`config.mk`:
```
export PLATFORM = sky130hd
export DESIGN_NAME = edge_generator
export DESIGN_NICKNAME = d
export VERILOG_FILES = /design/src/rtl/edge_generator.sv
export SDC_FILE = /design/constraint.sdc
export NUM_CORES = 1
export LEC_CHECK = 0
export BUFFER_PORTS_ARGS = -buffer_cell sky130_fd_sc_hd__buf_4
export CAP_MARGIN = 20
export CORE_AREA = 2 2 39 41
export DETAILED_ROUTE_END_ITERATION = 12
export DIE_AREA = 0 0 41 43
export PLACE_DENSITY = 0.68
export SLEW_MARGIN = 20
export SYNTH_ARGS = -nofsm -noshare
export SYNTH_HDL_FRONTEND = slang
export SYNTH_SLANG_ARGS = --single-unit
```
`constraint.sdc`:
```
create_clock -name clk -period 2.3 [get_ports clk]
set_clock_uncertainty 0.1 [all_clocks]
set_input_delay 0.46 -clock clk [delete_from_list [all_inputs] [get_ports clk]]
set_output_delay 0.46 -clock clk [all_outputs]
set_load 0.02 [all_outputs]
```
`src/rtl/edge_generator.sv`:
```
// edge_generator: turns single-cycle rise/fall requests into a clean output
// level that holds each value for at least HOLD_COUNT cycles. One opposite
// request can wait in a pending slot while a hold window runs.
module edge_generator #(
    parameter int unsigned HOLD_COUNT  = 32,
    parameter logic        RESET_LEVEL = 1'b0
) (
    input  logic clk,
    input  logic reset,
    input  logic rise,
    input  logic fall,
    output logic signal,
    output logic busy,
    output logic dropped
);

    localparam int unsigned CNT_W = (HOLD_COUNT > 1) ? $clog2(HOLD_COUNT) : 1;
    localparam logic [CNT_W-1:0] CNT_LAST = CNT_W'(HOLD_COUNT - 1);

    typedef enum logic {
        IDLE = 1'b0,
        HOLD = 1'b1
    } state_e;

    state_e           state_q, state_d;
    logic             signal_q, signal_d;
    logic [CNT_W-1:0] cnt_q, cnt_d;
    logic             pend_valid_q, pend_valid_d;
    logic             pend_level_q, pend_level_d;
    logic             dropped_q, dropped_d;

    // Pending slot after this cycle's request, before expiry is applied
    logic             pend_v_n;
    logic             pend_l_n;
    logic             req;
    logic             conflict;

    // Request decode: exactly one of rise/fall is a request, both is a conflict
    always_comb begin
        req      = rise ^ fall;
        conflict = rise & fall;
    end

    // State, level, counter, pending slot and dropped-pulse registers
    always_ff @(posedge clk) begin
        if (reset) begin
            state_q      <= IDLE;
            signal_q     <= RESET_LEVEL;
            cnt_q        <= '0;
            pend_valid_q <= 1'b0;
            pend_level_q <= 1'b0;
            dropped_q    <= 1'b0;
        end else begin
            state_q      <= state_d;
            signal_q     <= signal_d;
            cnt_q        <= cnt_d;
            pend_valid_q <= pend_valid_d;
            pend_level_q <= pend_level_d;
            dropped_q    <= dropped_d;
        end
    end

    // Next-state: request handling, pending slot update, window expiry
    always_comb begin
        state_d      = state_q;
        signal_d     = signal_q;
        cnt_d        = cnt_q;
        pend_valid_d = pend_valid_q;
        pend_level_d = pend_level_q;
        dropped_d    = 1'b0;
        pend_v_n     = pend_valid_q;
        pend_l_n     = pend_level_q;

        if (conflict) begin
            dropped_d = 1'b1;
        end

        case (state_q)
            IDLE: begin
                if (req && (rise != signal_q)) begin
                    signal_d = rise;
                    cnt_d    = '0;
                    state_d  = HOLD;
                end
            end
            HOLD: begin
                // Request is judged against the slot as it stands pre-expiry
                if (req) begin
                    if (rise != signal_q) begin
                        if (pend_valid_q) begin
                            dropped_d = 1'b1;
                        end
                        pend_v_n = 1'b1;
                        pend_l_n = rise;
                    end else if (pend_valid_q) begin
                        pend_v_n  = 1'b0;
                        dropped_d = 1'b1;
                    end
                end
                if (cnt_q == CNT_LAST) begin
                    // An empty slot filled this cycle behaves as an idle request
                    cnt_d        = '0;
                    pend_valid_d = 1'b0;
                    if (pend_v_n) begin
                        signal_d = pend_l_n;
                    end else begin
                        state_d = IDLE;
                    end
                end else begin
                    cnt_d        = cnt_q + CNT_W'(1);
                    pend_valid_d = pend_v_n;
                    pend_level_d = pend_l_n;
                end
            end
            default: begin
                state_d = IDLE;
            end
        endcase
    end

    assign signal  = signal_q;
    assign busy    = (state_q == HOLD);
    assign dropped = dropped_q;

endmodule

```
### Word-level counts from Yosys, hierarchy flattened

Cells that the tools add are included.

* shifts and indexed selects: 0
* $lt $le $gt $ge: 0
* multiplexer cells: 21
* equal/unequal tests: 5
* $add $sub $neg: 1
* reductions and logical operators: 3
* multiply operators: 0
* divide/modulo/power cells: 0
* bitwise logic cells: 4

Operators with widths (number)
* two-way mux 1 bit: 16
* two-way mux 5 bit: 2
* one-hot mux 5 bit (2 select lines): 1
* adder 5 x 1 -> 5 bit, second input constant: 1
* == test 5 bit, second input constant: 1
* != test 2 x 1 -> 1 bit, second input constant: 2
* one-hot mux 1 bit (2 select lines): 2
* AND reduction 3 bit: 1
* != test 2 bit, second input constant: 1
* inverter 1 bit: 2
* AND reduction 2 bit: 1
* AND 1 bit: 1
* logical AND 1 bit: 1
* != test 1 bit: 1
* bitwise XOR 1 bit: 1

* input bits: 4
* memories: 0
* RAM bits: 0
* flip-flop bits (word level): 10
* bits in latches: 0
* ROM bits: 0

### Depth between registers and ports, before layout

Gate-level depths: netlist (run 1).

* word-level depth: 7
* depth in mapped cells: 7
* depth with buffers taken out: 7

### Worst setup path after synthesis (run 1)

No wires, ideal clock.

* path type: reg2reg
* start: register cnt_q[0]
* end: register signal_q, in the netlist signal
* path slack: 0.494 ns
* buffers on the path: 0
* clock period less this slack: 1.806 ns
* arrival: 1.620 ns
* data required time: 2.114 ns
* cell stages (with the launch flop): 8
* cell sequence: dfxtp_1 > ha_1 > and3_1 > ha_1 > or2b_1 > a31oi_2 > a211oi_1 > a211oi_1

* longest elaborated chain between the ends: 3

Ends and longest elaborated chain
* start: declaration: RTL line 27 `logic [CNT_W-1:0] cnt_q, cnt_d;`
* start signal: assignment: RTL line 56 `cnt_q <= cnt_d;`
* == test 5 bit: RTL line 100 `if (cnt_q == CNT_LAST) begin`
* != test 2 x 1 -> 1 bit (no source line)
* AND reduction 3 bit (no source line)
* end signal: assignment: RTL line 55 `signal_q <= signal_d;`
* end: declaration: RTL line 26 `logic signal_q, signal_d;`

Every way passes these cells.
A chain may end at the register's enable or synchronous reset.

### Worst setup path in the final report (run 1)

Same ends and word-level chain as after synthesis.

==> results.toml, run 1 <==
[drt]
dr.pass1.iters = 4
routed-via-count = 434
top_layer = "met4"
postRouteAntennaNets = 0
via_per_inst = 5.36
wl_met2_microns = 449
wl_met1_microns = 434
routedWlPerCell_microns = 12.0
drc_errors = 0
wl_met3_microns = 62
drtIter0Drc = 3
finalWirelength_microns = 969

[floorplan]
die_h_microns = 43
initial_core_util_pct = 36.8
ios = 7
num_rows = 14
core_area_sq_mm = 0.00138
die-area_sq_mm = 0.00176
die_width_microns = 41

[setup_path]
cp_slowest_cell = "dfxtp_1"
crit_arrival_ns = 2.08
start_kind = "flip-flop"
worstPathCellList = "ha_1, and3_1, ha_1, or2b_1, a31oi_2, a211oi_1, a211oi_1"
max_stage_delay_ns = 0.33
crit_type = "reg2reg"
required_ns = 2.38
path_max_fanout = 5
rr_startpoint = "cnt_q[0]$_SDFFE_PP0P_"
critPathLaunch = "cnt_q[0]$_SDFFE_PP0P_"
cp-end-kind = "flip-flop"

[final_layout]
seq_area_sq_um = 200
multiInputGateArea_sq_um = 285
n_fill_cell = 139
final_util_pct = 42.9
insertedDiodeCount = 0
drive_gt1_share_pct = 20.0
design_area_sq_um = 594
synthToLayoutAreaGrowth_pct = 16.7
final_nets = 73

[hold_path]
hp-start = "reset"
hold_class = "in2reg"

[clock_tree]
htree_levels = 1
cts-resized-gates = 0
hold_buffers = 0
clock_path_buffers = 2
cts_buffers = 3
post_cts_buffers = 0
cts_num_sinks = 10
cts_tree = "done"
cts_root_buf = "clkbuf_4"
clkTransAtPathRegs_ns = 0.07
clock_latency_ns = 0.27

[global_route]
grt_pass1_vias = 396
track_usage_pct = 14.8
grt_pass1_wl_microns = 1700
grt_max_degree = 13
gr-total-overflow = 0
antenna_found_initial = 0

[timing]
report.final.slew_viol_count = 0
tightest_slew_ns = 0.369
timing.fmax_ghz = 0.501
maxSlewHeadroom_pct = 75.4
setup_tns_ns = 0
setup_viol = 0
finalWorstSetupSlack_ns = 0.302
min_period_over_period_pct = 86.9
fin_crit_ns = 2.00
hold_viol = 0
grt_setup_unrepaired = "false"

[place]
hpwl_microns = 684
globalplace.congestion = 0.828
io_buffers = 6
dp_worst_setup_slack_ns = 0.298
placed_area_sq_um = 558

[yosys]
synth-seq-area-share_pct = 39.3
synth_area_leaders = "dfxtp_1 39%, ha_1 7.4%, nor2_1 6.6%, a21oi_1 4.9%, a22oi_1 4.4%"
synth_seq_cells = 10
synthesis.area_sq_um = 509
synth.avg_cell_area_sq_um = 8.78
yosysWarnings = 0
synth_cell_type_count = 27
synth_top_cell_area_share_pct = 39.3
syn_nets = 65
syn_inst = 58
yosys.area.top_type = "dfxtp_1"

[power_and_ir_drop]
ir_drop_uv = 350
p_total_w = 0.000439
power_density_mw_per_mm2 = 739
leakage_nw = 0.246

[flow_run]
drv_cap = 0

[run_status]
status = "finished, final reports clean"
-- where the power goes --
part	switching, W	total [W]	internal, W	leakage (nW)
sequential	0.0000145	0.000198	0.000184	0.0814
clock	0.0000623	0.000158	0.0000962	0.0210
combinational	0.0000480	0.0000829	0.0000349	0.144
-- final timing paths --
path	end	slack (ns)	cells past startpoint
max	signal$_SDFFE_PP0P_	0.30	7
min	pend_level_q$_SDFFE_PP0P_	0.33	2
max reg2reg	signal$_SDFFE_PP0P_	0.30	7
min reg2reg	pend_level_q$_SDFFE_PP0P_	0.38	2
-- cell usage after synthesis (all sizes together) --
master	number
nand3b	1
a22oi	3
nand2	2
dfxtp	10
nor3	1
a211oi	2
nor2	9
and4b	1
and2b	1
nand2b	1
o21ai	4
buf	3
a21oi	6
nor2b	1
xor2	1
a32oi	1
or2b	1
and3	2
ha	3
a31oi	2
inv	2
o2bb2ai	1
-- kinds of logic (layout without fill, tap and decap cells) --
kind of cell	after synthesis	in the layout	share of synthesized area [%]
DFF	10	10	39.3
buffers and inverters	5	12	4.67
and+or+nand+nor	20	20	20.4
xor gates and xnor gates	1	1	3.19
AOI/OAI and AO/OA	19	19	25.1
adders and majority gates	3	3	7.37
-- through the flow --
step           std cells  hold slack (ns)
3_5_place_dp          77            0.365
6_report              81            0.331
4_1_cts               81            0.327
5_1_grt               81            0.341
3_3_place_gp          77            0.364
2_1_floorplan         58            0.349
-- area by class of cell --
class | count | area share (%)
clock buffers | 4 | 6.11
inverters | 2 | 1.26
multi-input cells | 43 | 48.0
flip-flops and latches | 10 | 33.7
well taps | 16 | 3.37
repair buffers | 6 | 7.58
-- worst max-delay path, delay by kind of cell (launching register included) --
family / cells / cell delay, ns
flops: 1 / 0.33
fa+ha+maj: 2 / 0.44
simple gates: 2 / 0.49
compound gates: 3 / 0.56
-- state kept, by name, summed over array words and instances (netlist names) --
name	cells
cnt_q	5
busy	1
dropped	1
pend_level_q	1
pend_valid_q	1
signal	1
-- cells in the final DEF (no fill, tap or decap), drive strengths merged, types with 2 or more instances in the layout --
cell and instances:
ha 3, a22oi 3, a211oi 2, dfxtp 10
a21oi 6, nand2 2, nor2 9, clkbuf 4
and3 2, a31oi 2, inv 2, buf 6
o21ai 4
-- metal layers --
metal / vias to the layer above / track usage (%)
met5: - / 0
met4: 0 / 8.00
met3: 2 / 7.85
met2: 10 / 21.3
met1: 201 / 16.9
li1: 221 / -
Power figures use the tool's default switching activity.
==> run 2: changes to the inputs <==
--- a/config.mk
+++ b/config.mk
@@ -5,12 +5,12 @@
 export SDC_FILE = /design/constraint.sdc
 export NUM_CORES = 1
 export LEC_CHECK = 0
-export BUFFER_PORTS_ARGS = -buffer_cell sky130_fd_sc_hd__buf_4
 export CAP_MARGIN = 20
 export CORE_AREA = 2 2 39 41
 export DETAILED_ROUTE_END_ITERATION = 12
 export DIE_AREA = 0 0 41 43
-export PLACE_DENSITY = 0.68
+export DONT_BUFFER_PORTS = 1
+export PLACE_DENSITY = 0.63
 export SLEW_MARGIN = 20
 export SYNTH_ARGS = -nofsm -noshare
 export SYNTH_HDL_FRONTEND = slang
==> constraint.sdc (replaced) <==
create_clock -name clk -period 1.9 [get_ports clk]
set_clock_uncertainty 0.1 [all_clocks]
set_input_delay 0.38 -clock clk [delete_from_list [all_inputs] [get_ports clk]]
set_output_delay 0.38 -clock clk [all_outputs]
set_load 0.02 [all_outputs]
==> run 2 against run 1 <==
Wire length increased by 2.2%. Clock-buffer cell count unchanged. Register-to-register slack got worse by 0.20 ns. Sequential cell count unchanged. Final area decreased by 0.84%. Global-route usage decreased by 0.68 points. Critical path depth unchanged.
==> results.toml, run 2 (synthesis results as in run 1) <==
[timing]
hold_viol = 0
holdWs_ns = 0.0724
min_period_over_period_pct = 94.6
setup_tns_ns = 0
setup_viol = 0
timing.fmax_ghz = 0.557
maxSlewHeadroom_pct = 76.7
grt_setup_unrepaired = "false"
finalWorstSetupSlack_ns = 0.103
report.final.slew_viol_count = 0
fin_crit_ns = 1.80
tightest_slew_ns = 0.349

[clock_tree]
post_cts_buffers = 0
clock_latency_ns = 0.27
cts_num_sinks = 10
clkTransAtPathRegs_ns = 0.06
cts_tree = "done"
cts_root_buf = "clkbuf_4"
clock_path_buffers = 2
cts_buffers = 3
htree_levels = 1

[final_layout]
final_cell_mix = "9 x nor2_1, 9 x dfxtp_1, 5 x a21oi_1"
seq_area_sq_um = 201
drive_gt1_share_pct = 22.2
largest_reg_flops = 5
insertedDiodeCount = 0
regMostFlops = "cnt_q"
synthToLayoutAreaGrowth_pct = 15.7
final_util_pct = 42.6
n_fill_cell = 152
final_nets = 71
multiInputGateArea_sq_um = 290

[global_route]
antenna_found_initial = 0
grt_pass1_wl_microns = 1660
grt_max_degree = 11
gr-total-overflow = 0
track_usage_pct = 14.1
grt_pass1_vias = 406

[drt]
finalWirelength_microns = 990
drtIter0Drc = 6
drc_errors = 0
postRouteAntennaNets = 0
via_per_inst = 5.44
routed-via-count = 430
dr.pass1.iters = 4
routedWlPerCell_microns = 12.5

[power_and_ir_drop]
sw_frac_of_total_pct = 27.5
seqPwrFrac_pct = 46.3
clkPwrFrac_pct = 36.0
p_comb_share_pct = 17.7
ir_drop_uv = 441
power_density_mw_per_mm2 = 891
p_total_w = 0.000525
power.switching_w = 0.000144
p_int_w = 0.000381
leakage_nw = 0.232

[setup_path]
start_kind = "flip-flop"
required_ns = 1.98
path_max_fanout = 4
crit_arrival_ns = 1.88
cp-end-kind = "flip-flop"
crit_type = "reg2reg"

[place]
hpwl_microns = 727
io_buffers = 0
dp_worst_setup_slack_ns = -0.00276
globalplace.congestion = 0.739

[floorplan]
initial_core_util_pct = 36.8
num_rows = 14
ios = 7
core_area_sq_mm = 0.00138
die_width_microns = 41
die_h_microns = 43
die-area_sq_mm = 0.00176

[run_status]
status = "finished, final reports clean"

[flow_run]
drv_cap = 0

[hold_path]
hold_class = "in2reg"
==> run 2: changes by cell type in the layout (fill, tap and decap cells not counted), sizes merged <==
cell  previous run  this run
buf              6         4
==> run 2: critical path: stages (launching register included) <==
cell	delay [ns]
dfxtp_2	0.34
ha_2	0.19
and3_1	0.18
ha_2	0.18
or2b_1	0.26
a31oi_2	0.17
a211oi_1	0.08
a211oi_1	0.22
==> run 2: power by group through the flow <==
stage / registers (W) / clock network (W) / logic [W]
2_1_floorplan: 0.000245 / 0 / 0.0000717
3_3_place_gp: 0.000246 / 0 / 0.0000892
3_5_place_dp: 0.000246 / 0 / 0.0000914
4_1_cts: 0.000242 / 0.000195 / 0.0000919
5_1_grt: 0.000245 / 0.000208 / 0.000103
6_report: 0.000243 / 0.000189 / 0.0000930
==> run 2: layer usage <==
metal | share of wire [%] | vias up | track usage, % | routed length (microns)
li1 | - | 219 | - | -
met2 | 52 | 8 | 20.9 | 510
met4 | 1.3 | 0 | 6.00 | 13
met1 | 43 | 200 | 15.7 | 422
met3 | 4.3 | 3 | 8.38 | 43
met5 | 0 | - | 0 | 0
==> run 2: cell type report <==
class | count | share of cell area [%]
Multi-Input combinational cell | 43 | 49.3
Sequential cell | 10 | 34.2
Clock buffer | 4 | 6.16
Timing Repair Buffer | 4 | 5.73
Tap cell | 16 | 3.40
Inverter | 2 | 1.27
==> run 2: repair_timing <==
item	CTS	global route
hold buffers	0	0
setup endpoints to repair	1	3
resized for setup	0	5
pin swaps	1	1
==> run 2: final timing paths <==
path | startpoint | endpoint | slack (ns) | cells after the start
setup / recovery | cnt_q[0]$_SDFFE_PP0P_ | signal$_SDFFE_PP0P_ | 0.10 | 7
setup reg to reg | cnt_q[0]$_SDFFE_PP0P_ | signal$_SDFFE_PP0P_ | 0.10 | 7
hold / removal | reset | cnt_q[0]$_SDFFE_PP0P_ | 0.07 | 1
hold reg to reg | pend_level_q$_SDFFE_PP0P_ | pend_level_q$_SDFFE_PP0P_ | 0.38 | 2
==> run 2: per-stage QoR <==
step	instance area [sq um]	cells
after floorplan	509	58
after global routing	589	79
after CTS	579	79
after detailed placement	543	75
final	589	79
after global placement	543	75
